===== config.mk =====
export PLATFORM = sky130hd
export DESIGN_NAME = noc_local_endpoint_flat
export DESIGN_NICKNAME = d
export VERILOG_FILES = /design/src/rtl/noc_local_endpoint_if.sv /design/src/rtl/noc_local_endpoint.sv /design/src/flat_wrapper.sv
export SDC_FILE = /design/constraint.sdc
export NUM_CORES = 1
export LEC_CHECK = 0
export BUFFER_PORTS_ARGS = -buffer_cell sky130_fd_sc_hd__buf_2
export CAP_MARGIN = 20
export CORE_MARGIN = 5
export CORE_UTILIZATION = 55
export CTS_BUF_LIST = sky130_fd_sc_hd__clkbuf_4 sky130_fd_sc_hd__clkbuf_8
export CTS_CLUSTER_DIAMETER = 80
export DETAILED_ROUTE_END_ITERATION = 8
export PLACE_DENSITY = 0.91
export RECOVER_POWER = 50
export SLEW_MARGIN = 30
export SYNTH_ARGS = -nofsm -noshare
export SYNTH_HDL_FRONTEND = slang
export SYNTH_SLANG_ARGS = --single-unit

===== constraint.sdc =====
create_clock -name clk -period 2.7 [get_ports clk]
set_clock_uncertainty 0.15 [all_clocks]
set_input_delay 0.54 -clock clk [delete_from_list [all_inputs] [get_ports clk]]
set_output_delay 0.54 -clock clk [all_outputs]
set_load 0.03 [all_outputs]

===== src/rtl/noc_local_endpoint_if.sv =====
// Handshake and flit bus between a processing element / mesh router and its local endpoint.
// The endpoint uses the slave modport; the environment (PE plus router) uses master.
interface noc_local_endpoint_if;
   logic        tx_valid_i;
   logic        tx_ready_o;
   logic [3:0]  tx_dest_i;
   logic [7:0]  tx_payload_i;
   logic [16:0] net_data_o;
   logic        net_full_i;
   logic [16:0] net_data_i;
   logic        rx_valid_o;
   logic [3:0]  rx_src_o;
   logic [7:0]  rx_payload_o;

   modport slave (
      input  tx_valid_i, tx_dest_i, tx_payload_i, net_full_i, net_data_i,
      output tx_ready_o, net_data_o, rx_valid_o, rx_src_o, rx_payload_o
   );

   modport master (
      output tx_valid_i, tx_dest_i, tx_payload_i, net_full_i, net_data_i,
      input  tx_ready_o, net_data_o, rx_valid_o, rx_src_o, rx_payload_o
   );
endinterface


===== src/rtl/noc_local_endpoint.sv =====
// Local-port network interface of one 4x4 mesh router: buffers PE requests into
// 17-bit flits for injection, and checks/delivers flits ejected by the router.
module noc_local_endpoint #(
   parameter int unsigned ROUTER_ID = 0,
   parameter int unsigned TX_DEPTH  = 4,
   parameter int unsigned CNT_W     = 16
) (
   input  logic                  clk,
   input  logic                  rst,
   noc_local_endpoint_if.slave   ep,
   output logic [CNT_W-1:0]      tx_count_o,
   output logic [CNT_W-1:0]      rx_count_o,
   output logic                  err_misroute_o
);

   localparam int unsigned PTR_W = $clog2(TX_DEPTH);
   localparam int unsigned OCC_W = PTR_W + 1;
   localparam logic [3:0]  MY_ID = 4'(ROUTER_ID);

   typedef enum logic [1:0] {
      IDLE,
      SEND,
      GAP
   } tx_state_e;

   logic [11:0]      mem_q [TX_DEPTH];
   logic [PTR_W-1:0] wr_ptr_q, wr_ptr_d;
   logic [PTR_W-1:0] rd_ptr_q, rd_ptr_d;
   logic [OCC_W-1:0] occ_q, occ_d;
   tx_state_e        state_q, state_d;
   logic [16:0]      net_data_q, net_data_d;
   logic [CNT_W-1:0] tx_cnt_q, tx_cnt_d;
   logic [CNT_W-1:0] rx_cnt_q, rx_cnt_d;
   logic             rx_valid_q, rx_valid_d;
   logic [3:0]       rx_src_q, rx_src_d;
   logic [7:0]       rx_payload_q, rx_payload_d;
   logic             err_q, err_d;

   logic fifo_full;
   logic fifo_empty;
   logic push;
   logic pop;
   logic [11:0] head;

   assign fifo_full  = (occ_q == OCC_W'(TX_DEPTH));
   assign fifo_empty = (occ_q == '0);
   assign push       = ep.tx_valid_i && !fifo_full;
   assign head       = mem_q[rd_ptr_q];

   always_comb begin
      state_d      = state_q;
      net_data_d   = '0;
      tx_cnt_d     = tx_cnt_q;
      rx_cnt_d     = rx_cnt_q;
      rx_valid_d   = 1'b0;
      rx_src_d     = rx_src_q;
      rx_payload_d = rx_payload_q;
      err_d        = err_q;
      pop          = 1'b0;

      // net_full_i only matters here; a flit already in SEND/GAP is never retracted
      unique case (state_q)
         IDLE: begin
            if (!fifo_empty && !ep.net_full_i) begin
               pop        = 1'b1;
               net_data_d = {1'b1, head[11:8], MY_ID, head[7:0]};
               state_d    = SEND;
            end
         end
         SEND: begin
            tx_cnt_d = tx_cnt_q + CNT_W'(1);
            state_d  = GAP;
         end
         GAP:     state_d = IDLE;
         default: state_d = IDLE;
      endcase

      wr_ptr_d = push ? wr_ptr_q + PTR_W'(1) : wr_ptr_q;
      rd_ptr_d = pop  ? rd_ptr_q + PTR_W'(1) : rd_ptr_q;
      occ_d    = occ_q;
      if (push && !pop) begin
         occ_d = occ_q + OCC_W'(1);
      end else if (pop && !push) begin
         occ_d = occ_q - OCC_W'(1);
      end

      if (ep.net_data_i[16]) begin
         rx_src_d     = ep.net_data_i[11:8];
         rx_payload_d = ep.net_data_i[7:0];
         if (ep.net_data_i[15:12] == MY_ID) begin
            rx_valid_d = 1'b1;
            rx_cnt_d   = rx_cnt_q + CNT_W'(1);
         end else begin
            err_d = 1'b1;
         end
      end
   end

   always_ff @(posedge clk) begin
      if (push) begin
         mem_q[wr_ptr_q] <= {ep.tx_dest_i, ep.tx_payload_i};
      end
   end

   always_ff @(posedge clk or posedge rst) begin
      if (rst) begin
         wr_ptr_q     <= '0;
         rd_ptr_q     <= '0;
         occ_q        <= '0;
         state_q      <= IDLE;
         net_data_q   <= '0;
         tx_cnt_q     <= '0;
         rx_cnt_q     <= '0;
         rx_valid_q   <= 1'b0;
         rx_src_q     <= '0;
         rx_payload_q <= '0;
         err_q        <= 1'b0;
      end else begin
         wr_ptr_q     <= wr_ptr_d;
         rd_ptr_q     <= rd_ptr_d;
         occ_q        <= occ_d;
         state_q      <= state_d;
         net_data_q   <= net_data_d;
         tx_cnt_q     <= tx_cnt_d;
         rx_cnt_q     <= rx_cnt_d;
         rx_valid_q   <= rx_valid_d;
         rx_src_q     <= rx_src_d;
         rx_payload_q <= rx_payload_d;
         err_q        <= err_d;
      end
   end

   assign ep.tx_ready_o   = !fifo_full;
   assign ep.net_data_o   = net_data_q;
   assign ep.rx_valid_o   = rx_valid_q;
   assign ep.rx_src_o     = rx_src_q;
   assign ep.rx_payload_o = rx_payload_q;
   assign tx_count_o      = tx_cnt_q;
   assign rx_count_o      = rx_cnt_q;
   assign err_misroute_o  = err_q;

endmodule


===== src/flat_wrapper.sv =====
// flat-port wrapper written by rule: the top's interface ports become plain ports
module noc_local_endpoint_flat 
#(
   parameter int unsigned ROUTER_ID = 0,
   parameter int unsigned TX_DEPTH  = 4,
   parameter int unsigned CNT_W     = 16
)
  (clk, rst, tx_count_o, rx_count_o, err_misroute_o, ep_tx_valid_i, ep_tx_dest_i, ep_tx_payload_i, ep_net_full_i, ep_net_data_i, ep_tx_ready_o, ep_net_data_o, ep_rx_valid_o, ep_rx_src_o, ep_rx_payload_o);
  noc_local_endpoint_if ep_i ();
  input  logic clk;
  input  logic rst;
  output logic [CNT_W-1:0] tx_count_o;
  output logic [CNT_W-1:0] rx_count_o;
  output logic err_misroute_o;
  input wire logic [$bits(ep_i.tx_valid_i)-1:0] ep_tx_valid_i;
  input wire logic [$bits(ep_i.tx_dest_i)-1:0] ep_tx_dest_i;
  input wire logic [$bits(ep_i.tx_payload_i)-1:0] ep_tx_payload_i;
  input wire logic [$bits(ep_i.net_full_i)-1:0] ep_net_full_i;
  input wire logic [$bits(ep_i.net_data_i)-1:0] ep_net_data_i;
  output wire logic [$bits(ep_i.tx_ready_o)-1:0] ep_tx_ready_o;
  output wire logic [$bits(ep_i.net_data_o)-1:0] ep_net_data_o;
  output wire logic [$bits(ep_i.rx_valid_o)-1:0] ep_rx_valid_o;
  output wire logic [$bits(ep_i.rx_src_o)-1:0] ep_rx_src_o;
  output wire logic [$bits(ep_i.rx_payload_o)-1:0] ep_rx_payload_o;
  assign ep_i.tx_valid_i = ep_tx_valid_i;
  assign ep_i.tx_dest_i = ep_tx_dest_i;
  assign ep_i.tx_payload_i = ep_tx_payload_i;
  assign ep_i.net_full_i = ep_net_full_i;
  assign ep_i.net_data_i = ep_net_data_i;
  assign ep_tx_ready_o = ep_i.tx_ready_o;
  assign ep_net_data_o = ep_i.net_data_o;
  assign ep_rx_valid_o = ep_i.rx_valid_o;
  assign ep_rx_src_o = ep_i.rx_src_o;
  assign ep_rx_payload_o = ep_i.rx_payload_o;
  noc_local_endpoint #(.ROUTER_ID(ROUTER_ID), .TX_DEPTH(TX_DEPTH), .CNT_W(CNT_W)) u_core (.clk(clk), .rst(rst), .ep(ep_i), .tx_count_o(tx_count_o), .rx_count_o(rx_count_o), .err_misroute_o(err_misroute_o));
endmodule

### Word-level counts from Yosys, hierarchy flattened

Memories as Yosys holds them, arrays and structs flattened.
Index checks and enable logic that the tools add are counted.

| operators by class | value |
|---|---|
| $add $sub $neg | 6 |
| multiplexer cells | 12 |
| equality and inequality tests | 3 |
| bitwise operators | 1 |
| reductions and logical operators | 15 |

Operators with widths:

| cell | number |
|---|---|
| $mux W17 | 2 |
| $add A16 B1 Y16 const B | 2 |
| $mux W1 | 6 |
| $mux W3 | 2 |
| $logic_not A1 Y1 | 5 |
| $add A2 B1 Y2 const B | 2 |
| $logic_and A1 B1 Y1 | 4 |
| $logic_not A4 Y1 | 1 |
| $pmux W2 S2 | 1 |
| $reduce_and A2 Y1 | 2 |
| $add A3 B1 Y3 const B | 1 |
| $eq A3 B3 Y1 const B | 1 |
| $logic_not A3 Y1 | 1 |
| $sub A3 B1 Y3 const B | 1 |
| $eq A2 B1 Y1 const B | 1 |
| $logic_not A2 Y1 | 1 |
| $mux W2 | 1 |
| $ne A2 B1 Y1 const B | 1 |
| $reduce_bool A2 Y1 | 1 |
| $not A1 Y1 | 1 |

| word-level totals | value |
|---|---|
| logic and storage cells | 49 |
| memories kept | 1 |
| output and inout bits | 64 |
| register bits | 72 |
| input bits | 33 |
| RAM bits | 48 |

Memories:

| memory | words | bits a word | rd ports | clocked after memory_dff | wr ports | RTL line | RTL |
|---|---|---|---|---|---|---|---|
| u_core.mem_q | 4 | 12 | 1 | 0 | 1 | noc_local_endpoint.sv:26 | `logic [11:0] mem_q [TX_DEPTH];` |

### Logic depth before layout (Yosys ltp)

Gate-level depths: netlist of run 1.

| depth | value |
|---|---|
| depth in word-level cells | 8 |
| depth in mapped cells | 9 |
| mapped depth without buffers | 9 |

### Least setup slack after synthesis of run 1

OpenSTA, ideal clock, no wires.

| timing | value |
|---|---|
| path kind | input to register |
| from | input ep_net_full_i |
| to | register u_core.occ_q[1] |
| stages | 6 |
| data arrival time | 2.065 ns |
| data required time | 2.425 ns |
| setup slack | 0.361 ns |
| path through | or4_1 -> clkbuf_1 -> ha_1 -> inv_1 -> fa_1 -> mux2_2 |

| between the ends | value |
|---|---|
| word-level cells in the longest chain between the ends | 7 |
| elaborated cells between the ends (all ways) | 9 |
| classes of those cells | mux (3); reduce/logical (6) |

RTL lines:

| what | RTL line | RTL |
|---|---|---|
| from (decl) | flat_wrapper.sv:18 | `input wire logic [$bits(ep_i.net_full_i)-1:0] ep_net_full_i;` |
| $logic_not A1 Y1 | noc_local_endpoint.sv:64 | `if (!fifo_empty && !ep.net_full_i) begin` |
| $logic_and A1 B1 Y1 | noc_local_endpoint.sv:64 |  |
| $mux W1 | noc_local_endpoint.sv:64 |  |
| $mux W1 | noc_local_endpoint.sv:62 | `unique case (state_q)` |
| $logic_not A1 Y1 | noc_local_endpoint.sv:81 | `if (push && !pop) begin` |
| $logic_and A1 B1 Y1 | noc_local_endpoint.sv:81 |  |
| $mux W3 | noc_local_endpoint.sv:81 |  |
| net u_core.occ_d[1] | noc_local_endpoint.sv:29 | `logic [OCC_W-1:0] occ_q, occ_d;` |
| to (signal assigned) | noc_local_endpoint.sv:109 | `occ_q <= '0;` |
| to (signal assigned) | noc_local_endpoint.sv:121 | `occ_q <= occ_d;` |
| to (decl) | noc_local_endpoint.sv:29 |  |

The timed path passes the listed nets, and every way through them passes these cells.
A chain may end at the register's enable or synchronous reset.

### Worst setup path after layout of run 1

| timing | value |
|---|---|
| from | register u_core.occ_q[0] |
| to | register u_core.occ_q[2] |

| between the ends | value |
|---|---|
| elaborated cells between the ends (all ways) | 17 |
| classes of those cells | add/sub (2); eq/ne (1); mux (4); reduce/logical (10) |

RTL lines:

| what | RTL line | RTL |
|---|---|---|
| $eq A3 B3 Y1 * | noc_local_endpoint.sv:45 | `assign fifo_full = (occ_q == OCC_W'(TX_DEPTH));` |
| $logic_not A1 Y1 * | noc_local_endpoint.sv:47 | `assign push = ep.tx_valid_i && !fifo_full;` |
| $logic_and A1 B1 Y1 * | noc_local_endpoint.sv:47 |  |
| net u_core.push | noc_local_endpoint.sv:41 | `logic push;` |
| $logic_not A1 Y1 | noc_local_endpoint.sv:83 | `end else if (pop && !push) begin` |
| $logic_and A1 B1 Y1 | noc_local_endpoint.sv:83 |  |
| $reduce_bool A2 Y1 (no source line) | - |  |

The timed path passes the listed nets; every way through them passes the cells marked *. The select of a mux whose other input is x is not followed.

==> metrics.cfg, run 1 <==
[logic_synthesis]
synth_top_family_by_area=multiplexers
syn_area_per_cell_sq_um=16.1
synth-async-reset-ratio_pct=58.6
ys_seq_area_share_pct=69.0
synth_edf_count=48
syn_inst=282
ys_warn_count=0
synth_mux_area_share_pct=9.90
synth-xor-area-share_pct=6.93
ys.flop_type=dfrtp_1
ys_ff_latch=116
synthAdderAreaFrac_pct=2.36
synth_compound_area_share_pct=0.165
synth-simple-area-share_pct=9.37
synth_area_sq_um=4550
synth.distinct_cells=32

[sta]
final-hold-violation-count=0
setup_viol=0
worst_pin_slew_ns=0.784
min_period_ns=2.26
min_period_over_period_pct=83.6
final_max_slew_viol_count=0
tns_ns=0
max_freq_mhz=443
rsz0062_at_grt=no
slew_headroom_pct=47.7
setup_ws_ns=0.443

[floorplanning]
die_area_sq_um=10200
core.rowCount=33
io_pins=97
coreArea_sq_um=8130
start_util_pct=56.0
die_h_microns=101
die_x_microns=101

[clock_network]
clkSinkCount=116
cts_root_buf=clkbuf_8
clock_path_buffers=2
cts_buffers=17
clkLatencyLatePin_ns=0.41
clk_pin_slew_ns=0.07
htree_levels=4
cts_tree=built
post-cts-setup-buffers=0

[place]
place.gp.congestion=0.813
place_ws_ns=0.285
placedCellCount=473
dp_hpwl_microns=5770
place_area_sq_um=5130
port_buffers=92

[drt]
routed_wl_microns=8340
wl_met3_microns=668
wl_met2_microns=4320
highest_layer=met4
drc_errors=0
via_per_inst=5.15
routedWlPerCell_microns=16.5
wl_met1_microns=3290
vias=2605
drtIter0Drc=55
firstDrtPassIters=4
ant_nets=0

[final_layout]
area_delta_synth_final_pct=20.7
final_area_sq_um=5490
final_cells=506
finalNetCount=429
final.fill_count=574
mostFrequentLayoutCell=buf_2
diodes=0
drive_gt1_share_pct=35.4
final_cell_mix=buf_2, dfrtp_1, edfxtp_1, xnor2_1, clkbuf_8
multiInputGateArea_sq_um=1320
seq_area_sq_um=3140

[global_routing]
grt_pass1_wl_microns=13600
grt_pass1_vias=2760
grt_max_degree=51
overflow=0
track_usage_pct=17.8
antenna_found_initial=0

[critical_path]
startpoint_type=flop
crit_path_max_fanout=6
path_class=flop to flop
worstSetupStartpoint=u_core.occ_q[0]
critPathArrivalTime_ns=2.44
cp-end-kind=flop
cp_data_required_time_ns=2.88
reg2reg_from=u_core.occ_q[0]

[power]
vdd_drop_max_uv=443
leakage_nw=2.48
finalPower_mw=5.41
power.density_nw_per_um2=985

[hold_path]
min-delay-start=ep_net_data_i[9]
hold_class=input port to flop

[run_status]
status=complete, no violations

[job]
cap_violations=0

==> synthesized netlist by cell type (all sizes together), types with 2 or more instances <==
master  number  area (sq um)
and2        13          81.3
ha           7          87.6
inv          9          33.8
nor4         3          33.8
nand4        9          56.3
xnor2       25           219
dfrtp       68          1700
clkbuf       5          18.8
nand3        7          35.0
mux4        12           270
nor2         6          22.5
buf          7          45.0
and3        12          75.1
nand2       11          41.3
edfxtp      48          1440
xor2        11          96.3
nor3         2          10.0
mux2        16           180
or4          2          18.8
==> worst max-delay path, stage by stage, from the launching register on <==
cell	delay, ns
dfrtp_1	0.43
nor2_1	0.06
nand2_1	0.17
and2_0	0.27
ha_1	0.23
inv_1	0.06
fa_1	0.37
xor2_1	0.15
nor2_1	0.13
xor2_1	0.16
==> path summary, 6_finish.rpt <==
| check | cells past startpoint | slack, ns | end |
|---|---|---|---|
| min in group asynchronous | 3 | 0.69 | u_core.rd_ptr_q[1] |
| max in group asynchronous | 4 | 0.49 | u_core.ep.rx_payload_o[3] |
| hold reg to reg | 1 | 0.31 | u_core.rx_count_o[15] |
| hold / removal | 2 | 0.20 | u_core.ep.rx_src_o[1] |
| setup reg to reg | 9 | 0.44 | u_core.occ_q[2] |
| setup / recovery | 9 | 0.44 | u_core.occ_q[2] |
==> what timing repair did <==
item                      4_1_cts  5_1_grt
resized for setup               0        0
hold endpoints to repair       18        0
hold buffers                    1        0
==> per-stage QoR <==
| stage | hold WS, ns | util (%) |
|---|---|---|
| 3_3_place_gp | 0.282 | 63.0 |
| 5_1_grt | 0.169 | 67.5 |
| 2_1_floorplan | 0.314 | - |
| 3_5_place_dp | 0.312 | 63.0 |
| 6_report | 0.205 | 67.5 |
| 4_1_cts | 0.162 | 68.0 |
==> kinds of logic after synthesis <==
group / Yosys count
xor+xnor: 36
other cells: 1
flops: 116
mux: 28
buf+inv: 21
simple gates: 71
compound gates: 1
fa+ha+maj: 8
==> cell type report <==
| cell class | instances | area share [%] |
|---|---|---|
| sequential | 116 | 57.2 |
| tap | 105 | 2.39 |
| inverter | 9 | 0.615 |
| clock inverter | 12 | 2.39 |
| clock buffer | 20 | 4.78 |
| timing repair buffer | 96 | 8.61 |
| multi-input combinational | 148 | 24.0 |
==> power by group <==
part | internal, mW | switching, mW | leakage, nW
sequential | 2.23 | 0.242 | 1.32
clock | 0.864 | 0.679 | 0.194
combinational | 0.575 | 0.826 | 0.963
==> registers in the layout, summed over array words and instances (netlist names) <==
signal                  cells
u_core.wr_ptr_q             2
u_core.occ_q                3
u_core.ep.rx_valid_o        1
u_core.rx_count_o          16
u_core.rd_ptr_q             2
u_core.state_q              2
u_core.ep.rx_src_o          4
u_core.mem_q               48
u_core.ep.net_data_o       13
u_core.ep.rx_payload_o      8
u_core.err_misroute_o       1
u_core.tx_count_o          16
==> per-layer routing <==
metal | vias to the layer above | track usage [%]
met1 | 1300 | 20.4
li1 | 1223 | -
met2 | 77 | 30.1
met4 | 0 | 6.13
met3 | 5 | 7.61
met5 | - | 0
No activity file was read; power rests on OpenSTA's default activity.
==> run 2: changes to the inputs <==
--- a/config.mk
+++ b/config.mk
@@ -5,6 +5,7 @@
 export SDC_FILE = /design/constraint.sdc
 export NUM_CORES = 1
 export LEC_CHECK = 0
+export ABC_AREA = 1
 export BUFFER_PORTS_ARGS = -buffer_cell sky130_fd_sc_hd__buf_2
 export CAP_MARGIN = 20
 export CORE_MARGIN = 5
==> constraint.sdc (replaced) <==
create_clock -name clk -period 2.1 [get_ports clk]
set_clock_uncertainty 0.15 [all_clocks]
set_input_delay 0.42 -clock clk [delete_from_list [all_inputs] [get_ports clk]]
set_output_delay 0.42 -clock clk [all_outputs]
set_load 0.03 [all_outputs]
==> run 2 against run 1 <==
Register-to-register slack got worse by 0.38 ns. Highest routed layer unchanged. Sequential power grew 25%. Critical path depth did not move. Utilization decreased by 0.070 points. Clock power increased by 32%. Cell count increased by 40%. Sequential share of layout area fell by 3.5 points. Power is 34% higher. Via count up 37%. Worst setup slack got worse by 0.38 ns.
==> metrics.cfg, run 2 <==
[run_status]
status=complete, no violations

[sta]
tns_ns=0  ; unchanged
final_max_slew_viol_count=0  ; unchanged
rsz0062_at_grt=no
setup_viol=0  ; unchanged
final-hold-violation-count=0  ; unchanged
hold_ws_ns=0.0485  ; -0.156 ns
setup_ws_ns=0.0627  ; -0.381 ns
min_period_over_period_pct=97.0  ; +13 points
max_freq_mhz=491  ; +11%
slew_headroom_pct=49.7  ; +2.0 points
min_period_ns=2.04  ; -0.219 ns
worst_pin_slew_ns=0.750  ; -0.0339 ns

[critical_path]
critPathArrivalTime_ns=2.18  ; -0.26 ns
crit_chain=inv_2, nand3_1, nand3_2, ha_1, inv_2, fa_2, a21oi_2, o21ai_1, xor2_1
crit_path_max_incr_delay_ns=0.43  ; about the same
cp-end-kind=flop
crit_path_top_delay_cell=dfrtp_1
cp_data_required_time_ns=2.25  ; -0.63 ns
crit_path_max_fanout=3  ; -3
path_common_cell=inv_2
path_class=flop to flop
startpoint_type=flop

[final_layout]
finalNetCount=628  ; +46%
largest_register=u_core.mem_q
largest_register_ffs=48  ; unchanged
utilization_pct=67.5  ; -0.070 points
final_area_sq_um=5860  ; +6.6%
final_cell_mix=nand2_1, buf_2, nor2_1, dfrtp_1, edfxtp_1
mostFrequentLayoutCell=nand2_1
drive_gt1_share_pct=21.7  ; -14 points
diodes=0  ; unchanged
final.fill_count=656  ; +14%
final_cells=707  ; +40%
area_delta_synth_final_pct=20.2

[power]
vdd_drop_max_uv=714  ; +61%
leakage_nw=2.81  ; +14%
power.density_nw_per_um2=1230  ; +25%
finalPower_mw=7.23  ; +34%

[logic_synthesis]
synth_commonest_cells=nand2_1, nor2_1, dfrtp_1, edfxtp_1, inv_1
synth-async-reset-ratio_pct=58.6  ; unchanged
synth.area.top_cells=dfrtp_1, edfxtp_1, nand2_1, nor2_1, inv_1
ys_ff_latch=116  ; unchanged
ys_warn_count=0  ; unchanged
synth_area_sq_um=4870  ; +7.0%
syn_inst=475  ; +68%
ys_seq_area_share_pct=64.5  ; -4.5 points
synth_most_common_cell=nand2_1
synth.distinct_cells=26  ; -19%
synth_top_area_share_pct=34.9  ; -2.4 points
syn_area_per_cell_sq_um=10.3  ; -36%
synth_top_cell_by_area=dfrtp_1
ys.flop_type=dfrtp_1
synth_edf_count=48  ; unchanged

[place]
port_buffers=92  ; unchanged
place_ws_ns=0.0312  ; -0.254 ns
place_area_sq_um=5500  ; +7.2%
place.gp.congestion=0.798  ; -1.8%
dp_hpwl_microns=7020  ; +22%
placedCellCount=674  ; +42%

[global_routing]
antenna_found_initial=0  ; unchanged
grt_pass1_vias=3680  ; +33%
grt_max_degree=35  ; -31%
overflow=0  ; unchanged
track_usage_pct=19.8  ; +1.9 points
grt_pass1_wl_microns=17300  ; +27%

[floorplanning]
die_h_microns=104  ; +3.1%
start_util_pct=56.1  ; +0.15 points
io_pins=97  ; unchanged
coreArea_sq_um=8680  ; +6.7%
core.rowCount=34  ; +3.0%
die_x_microns=104  ; +3.1%
die_area_sq_um=10800  ; +6.3%

[drt]
drtIter0Drc=131  ; +140%
vias=3558  ; +37%
via_per_inst=5.03  ; -2.2%
routed_wl_microns=10300  ; +23%
firstDrtPassIters=4  ; unchanged
ant_nets=0  ; unchanged
drc_errors=0  ; unchanged
routedWlPerCell_microns=14.5  ; -12%

[clock_network]
cts_root_buf=clkbuf_8
clkLatencyLatePin_ns=0.42  ; about the same
cts_tree=built
htree_levels=4  ; unchanged
cts_buffers=17  ; unchanged
clock_path_buffers=2  ; unchanged
clkSinkCount=116  ; unchanged
clk_pin_slew_ns=0.07  ; about the same

[job]
cap_violations=0  ; unchanged

[hold_path]
hold_class=input port to flop

-- run 2: cell count changes in the layout (fill, tap and decap cells not counted), moves of 13 or more --
cell	before	now
a21oi_1	0	13
inv_1	9	41
mux2_2	16	0
nand2_1	11	112
nor2_1	6	77
o21ai_0	0	29
xnor2_1	25	8
-- run 2: where the power goes --
part,leakage (nW),total [mW],internal [mW],switching (mW)
combinational,1.31,2.11,0.641,1.47
sequential,1.32,3.08,2.84,0.239
clock,0.187,2.04,1.16,0.881
total,2.81,7.23,4.64,2.59
-- run 2: critical path, delay by kind of cell, from the launching register on --
| family | cells | cell delay, ns |
|---|---|---|
| AOI/OAI and AO/OA | 2 | 0.28 |
| xor gates and xnor gates | 1 | 0.15 |
| adders and majority gates | 2 | 0.55 |
| buffers and inverters | 2 | 0.16 |
| DFF | 1 | 0.43 |
| and+or+nand+nor | 2 | 0.20 |
-- run 2: final timing paths --
path                            depth (start not counted)  slack, ns                        end             startpoint
worst max-delay path                                    9       0.06            u_core.occ_q[2]        u_core.occ_q[1]
worst min-delay path                                    3       0.05  u_core.ep.rx_payload_o[7]       ep_net_data_i[7]
max in group asynchronous                               4       0.35       u_core.rx_count_o[5]                    rst
min in group asynchronous                               3       0.48      u_core.tx_count_o[14]                    rst
worst min register to register                          1       0.32      u_core.err_misroute_o  u_core.err_misroute_o
worst max register to register                          9       0.06            u_core.occ_q[2]        u_core.occ_q[1]
-- run 2: layout make-up --
cell class	count	area [sq um]	area share (%)
inverters	45	170	2.91
multi-input cells	303	1480	25.2
well taps	108	135	2.31
flip-flops and latches	116	3140	53.7
repair buffers	104	533	9.10
clock buffers	17	234	4.00
clock inverters	14	163	2.78
-- run 2: per-layer routing --
layer / track usage, % / part of all wire (%) / vias to the layer above
met4: 7.96 / 1.9 / 0
met3: 5.96 / 5.3 / 19
li1: - / - / 1746
met5: 0 / 0 / -
met1: 23.2 / 41 / 1701
met2: 33.8 / 52 / 92
-- run 2: cells by family (layout without fill, tap and decap cells) --
logic type | Yosys count | after routing | share of synthesized area [%]
fa+ha+maj | 8 | 8 | 2.21
xor+xnor | 21 | 21 | 3.78
compound gates | 45 | 45 | 4.68
other cells | 1 | 4 | 0.0770
flops | 116 | 116 | 64.5
buf+inv | 59 | 180 | 5.01
simple gates | 225 | 225 | 19.7
-- run 2: what timing repair did --
item	CTS	global route
gates resized for setup	2	3
pin swaps	0	0
endpoints found under the hold margin	15	0
hold buffers	1	0
setup endpoints to repair	1	2
cloned	0	0
buffers inserted	1	0
==> run 3: changes to the inputs <==
--- a/config.mk
+++ b/config.mk
@@ -9,13 +9,14 @@
 export BUFFER_PORTS_ARGS = -buffer_cell sky130_fd_sc_hd__buf_2
 export CAP_MARGIN = 20
 export CORE_MARGIN = 5
-export CORE_UTILIZATION = 55
+export CORE_UTILIZATION = 39
 export CTS_BUF_LIST = sky130_fd_sc_hd__clkbuf_4 sky130_fd_sc_hd__clkbuf_8
 export CTS_CLUSTER_DIAMETER = 80
 export DETAILED_ROUTE_END_ITERATION = 8
-export PLACE_DENSITY = 0.91
+export PLACE_DENSITY = 0.71
 export RECOVER_POWER = 50
 export SLEW_MARGIN = 30
 export SYNTH_ARGS = -nofsm -noshare
 export SYNTH_HDL_FRONTEND = slang
 export SYNTH_SLANG_ARGS = --single-unit
+export TNS_END_PERCENT = 20
==> run 3 against run 2 <==
Critical path depth unchanged. Combinational power shrank 3%. Critical endpoint unchanged. Clock power fell by 2%.
==> metrics.cfg, run 3 (synthesized netlist as in run 2, its figures left out) <==
[run_status]
status=complete, no violations

[floorplanning]
core.rowCount=40  ; +18%
coreArea_sq_um=12100  ; +40%
die_area_sq_um=14800  ; +37%
io_pins=97  ; unchanged
die_h_microns=122  ; +17%
die_x_microns=122  ; +17%
start_util_pct=40.2  ; -16 points

[clock_network]
htree_levels=4  ; unchanged
clock_path_buffers=2  ; unchanged
clkLatencyLatePin_ns=0.43  ; about the same
cts_root_buf=clkbuf_8
cts_buffers=17  ; unchanged
cts_tree=built
cts_resized=0  ; -2
clkSinkCount=116  ; unchanged
clk_pin_slew_ns=0.07  ; about the same

[critical_path]
crit_chain=inv_1, nand3_1, nand3_1, ha_1, inv_1, fa_1, a21oi_1, o21ai_0, xor2_1
cp-end-kind=flop
startpoint_type=flop
critPathArrivalTime_ns=2.11  ; -0.07 ns
path_class=flop to flop
critPathBufInv=2  ; unchanged
reg2reg_setup_slack_ns=0.14  ; +0.08 ns
crit_path_top_delay_cell=dfrtp_1
cp_data_required_time_ns=2.25  ; about the same
crit_path_max_fanout=3  ; unchanged
path_delay_family=adder cells
crit_path_max_incr_delay_ns=0.38  ; -0.05 ns

[place]
place.gp.congestion=0.782  ; -2.0%
place_ws_ns=0.0725  ; +0.0414 ns
port_buffers=92  ; unchanged
dp_hpwl_microns=6780  ; -3.3%

[sta]
worst_pin_slew_ns=0.956  ; +0.207 ns
setup_ws_ns=0.140  ; +0.0770 ns
final_max_slew_viol_count=0  ; unchanged
final-hold-violation-count=0  ; unchanged
hold_ws_ns=0.0339  ; -0.0146 ns
max_freq_mhz=510  ; +3.9%
setup_viol=0  ; unchanged
slew_headroom_pct=36.2  ; -13 points
min_period_over_period_pct=93.3  ; -3.7 points
min_period_ns=1.96  ; -0.0770 ns
rsz0062_at_grt=no

[drt]
ant_nets=0  ; unchanged
drtIter0Drc=258  ; +97%
routedWlPerCell_microns=13.2  ; -9.0%
vias=3504  ; -1.5%
drc_errors=0  ; unchanged
routed_wl_microns=10100  ; -1.2%
firstDrtPassIters=4  ; unchanged
via_per_inst=4.56  ; -9.3%

[power]
power.density_nw_per_um2=1200  ; -2.7%
vdd_drop_max_uv=770  ; +7.8%
pwr-share-comb_pct=28.9  ; -0.3 points
leakage_nw=2.82  ; +0.18%
intPower_mw=4.52  ; -2.6%
finalPower_mw=7.10  ; -1.8%
swShare_pct=36.3  ; +0.53 points
seqPwrFrac_pct=43.0  ; +0.4 points
pwr-share-clk_pct=28.1  ; about the same
p_sw_mw=2.58  ; -0.35%

[final_layout]
diodes=0  ; unchanged
utilization_pct=48.8  ; -19 points
drive_gt1_share_pct=21.0  ; -0.70 points
area_delta_synth_final_pct=21.4
largest_register=u_core.mem_q
final_cell_mix=nand2_1, buf_2, nor2_1, dfrtp_1, edfxtp_1
finalNetCount=628  ; unchanged
mostFrequentLayoutCell=nand2_1
largest_register_ffs=48  ; unchanged

[global_routing]
grt_pass1_wl_microns=16800  ; -3.0%
grt_pass1_vias=3453  ; -6.2%
antenna_found_initial=0  ; unchanged
grt_max_degree=69  ; +97%
overflow=0  ; unchanged
track_usage_pct=14.5  ; -5.3 points

[job]
cap_violations=0  ; unchanged

[hold_path]
hold_class=input port to flop

run 3: cell types whose count changed in the layout (fill, tap and decap cells not counted), moves of 2 or more:
cell,previous run,this run
clkinv_4,2,5
clkbuf_1,14,16
clkinv_1,3,1
clkinv_2,1,3
clkinvlp_4,4,2
inv_1,41,43
inv_2,3,1
inv_6,1,3
nand3_1,16,18
nand3_2,2,0
run 3: power groups by stage:
stage / registers (mW) / logic (mW) / clock network (mW)
floorplan: 3.46 / 1.04 / 0
global placement: 3.09 / 2.00 / 0
detailed placement: 3.11 / 2.05 / 0
CTS: 3.07 / 2.07 / 2.06
global route: 3.11 / 2.30 / 2.18
finish: 3.05 / 2.05 / 2.00
run 3: worst paths after layout:
kind	from	to	cells past startpoint
max	u_core.occ_q[1]	u_core.occ_q[2]	9
min	ep_net_data_i[11]	u_core.ep.rx_src_o[3]	3
max reg2reg	u_core.occ_q[1]	u_core.occ_q[2]	9
min reg2reg	u_core.ep.rx_payload_o[1]	u_core.ep.rx_payload_o[1]	2
max in group asynchronous	rst	u_core.ep.net_data_o[14]	4
min in group asynchronous	rst	u_core.rx_count_o[12]	4
run 3: area by class of cell:
type / instances / area, sq um
multi-input combinational: 303 / 1470
sequential: 116 / 3140
clock buffer: 17 / 234
fill: 1164 / 6200
clock inverter: 15 / 156
tap: 168 / 210
inverter: 45 / 173
timing repair buffer: 104 / 528
run 3: timing repair:
item | 4_1_cts | 5_1_grt
endpoints found under the setup margin | 0 | 1
endpoints found under the hold margin | 68 | 0
hold buffers | 1 | 0
buffers inserted | 0 | 2
run 3: worst register-to-register path, stage by stage (launching register included):
cell and delay [ns]:
dfrtp_1 0.38, inv_1 0.10, nand3_1 0.08, nand3_1 0.11
ha_1 0.16, inv_1 0.06, fa_1 0.37, a21oi_1 0.15
o21ai_0 0.11, xor2_1 0.16
run 3: layer usage:
layer  part of all wire (%)  global-route usage [%]  wire (microns)  vias up
li1                       -                       -               -     1736
met1                     43                    17.6            4410     1663
met2                     49                    24.1            5000       91
met3                    5.6                    4.22             570       14
met4                    1.6                    6.23             165        0
met5                      0                       0               0        -
run 3: through the flow:
stage / instance area, sq um / TNS (ns) / cells
2_1_floorplan: 4880 / -0.199 / 478
3_3_place_gp: 5560 / 0 / 733
5_1_grt: 5910 / 0 / 768
4_1_cts: 5960 / 0 / 766
6_report: 5910 / 0 / 768
3_5_place_dp: 5560 / 0 / 733
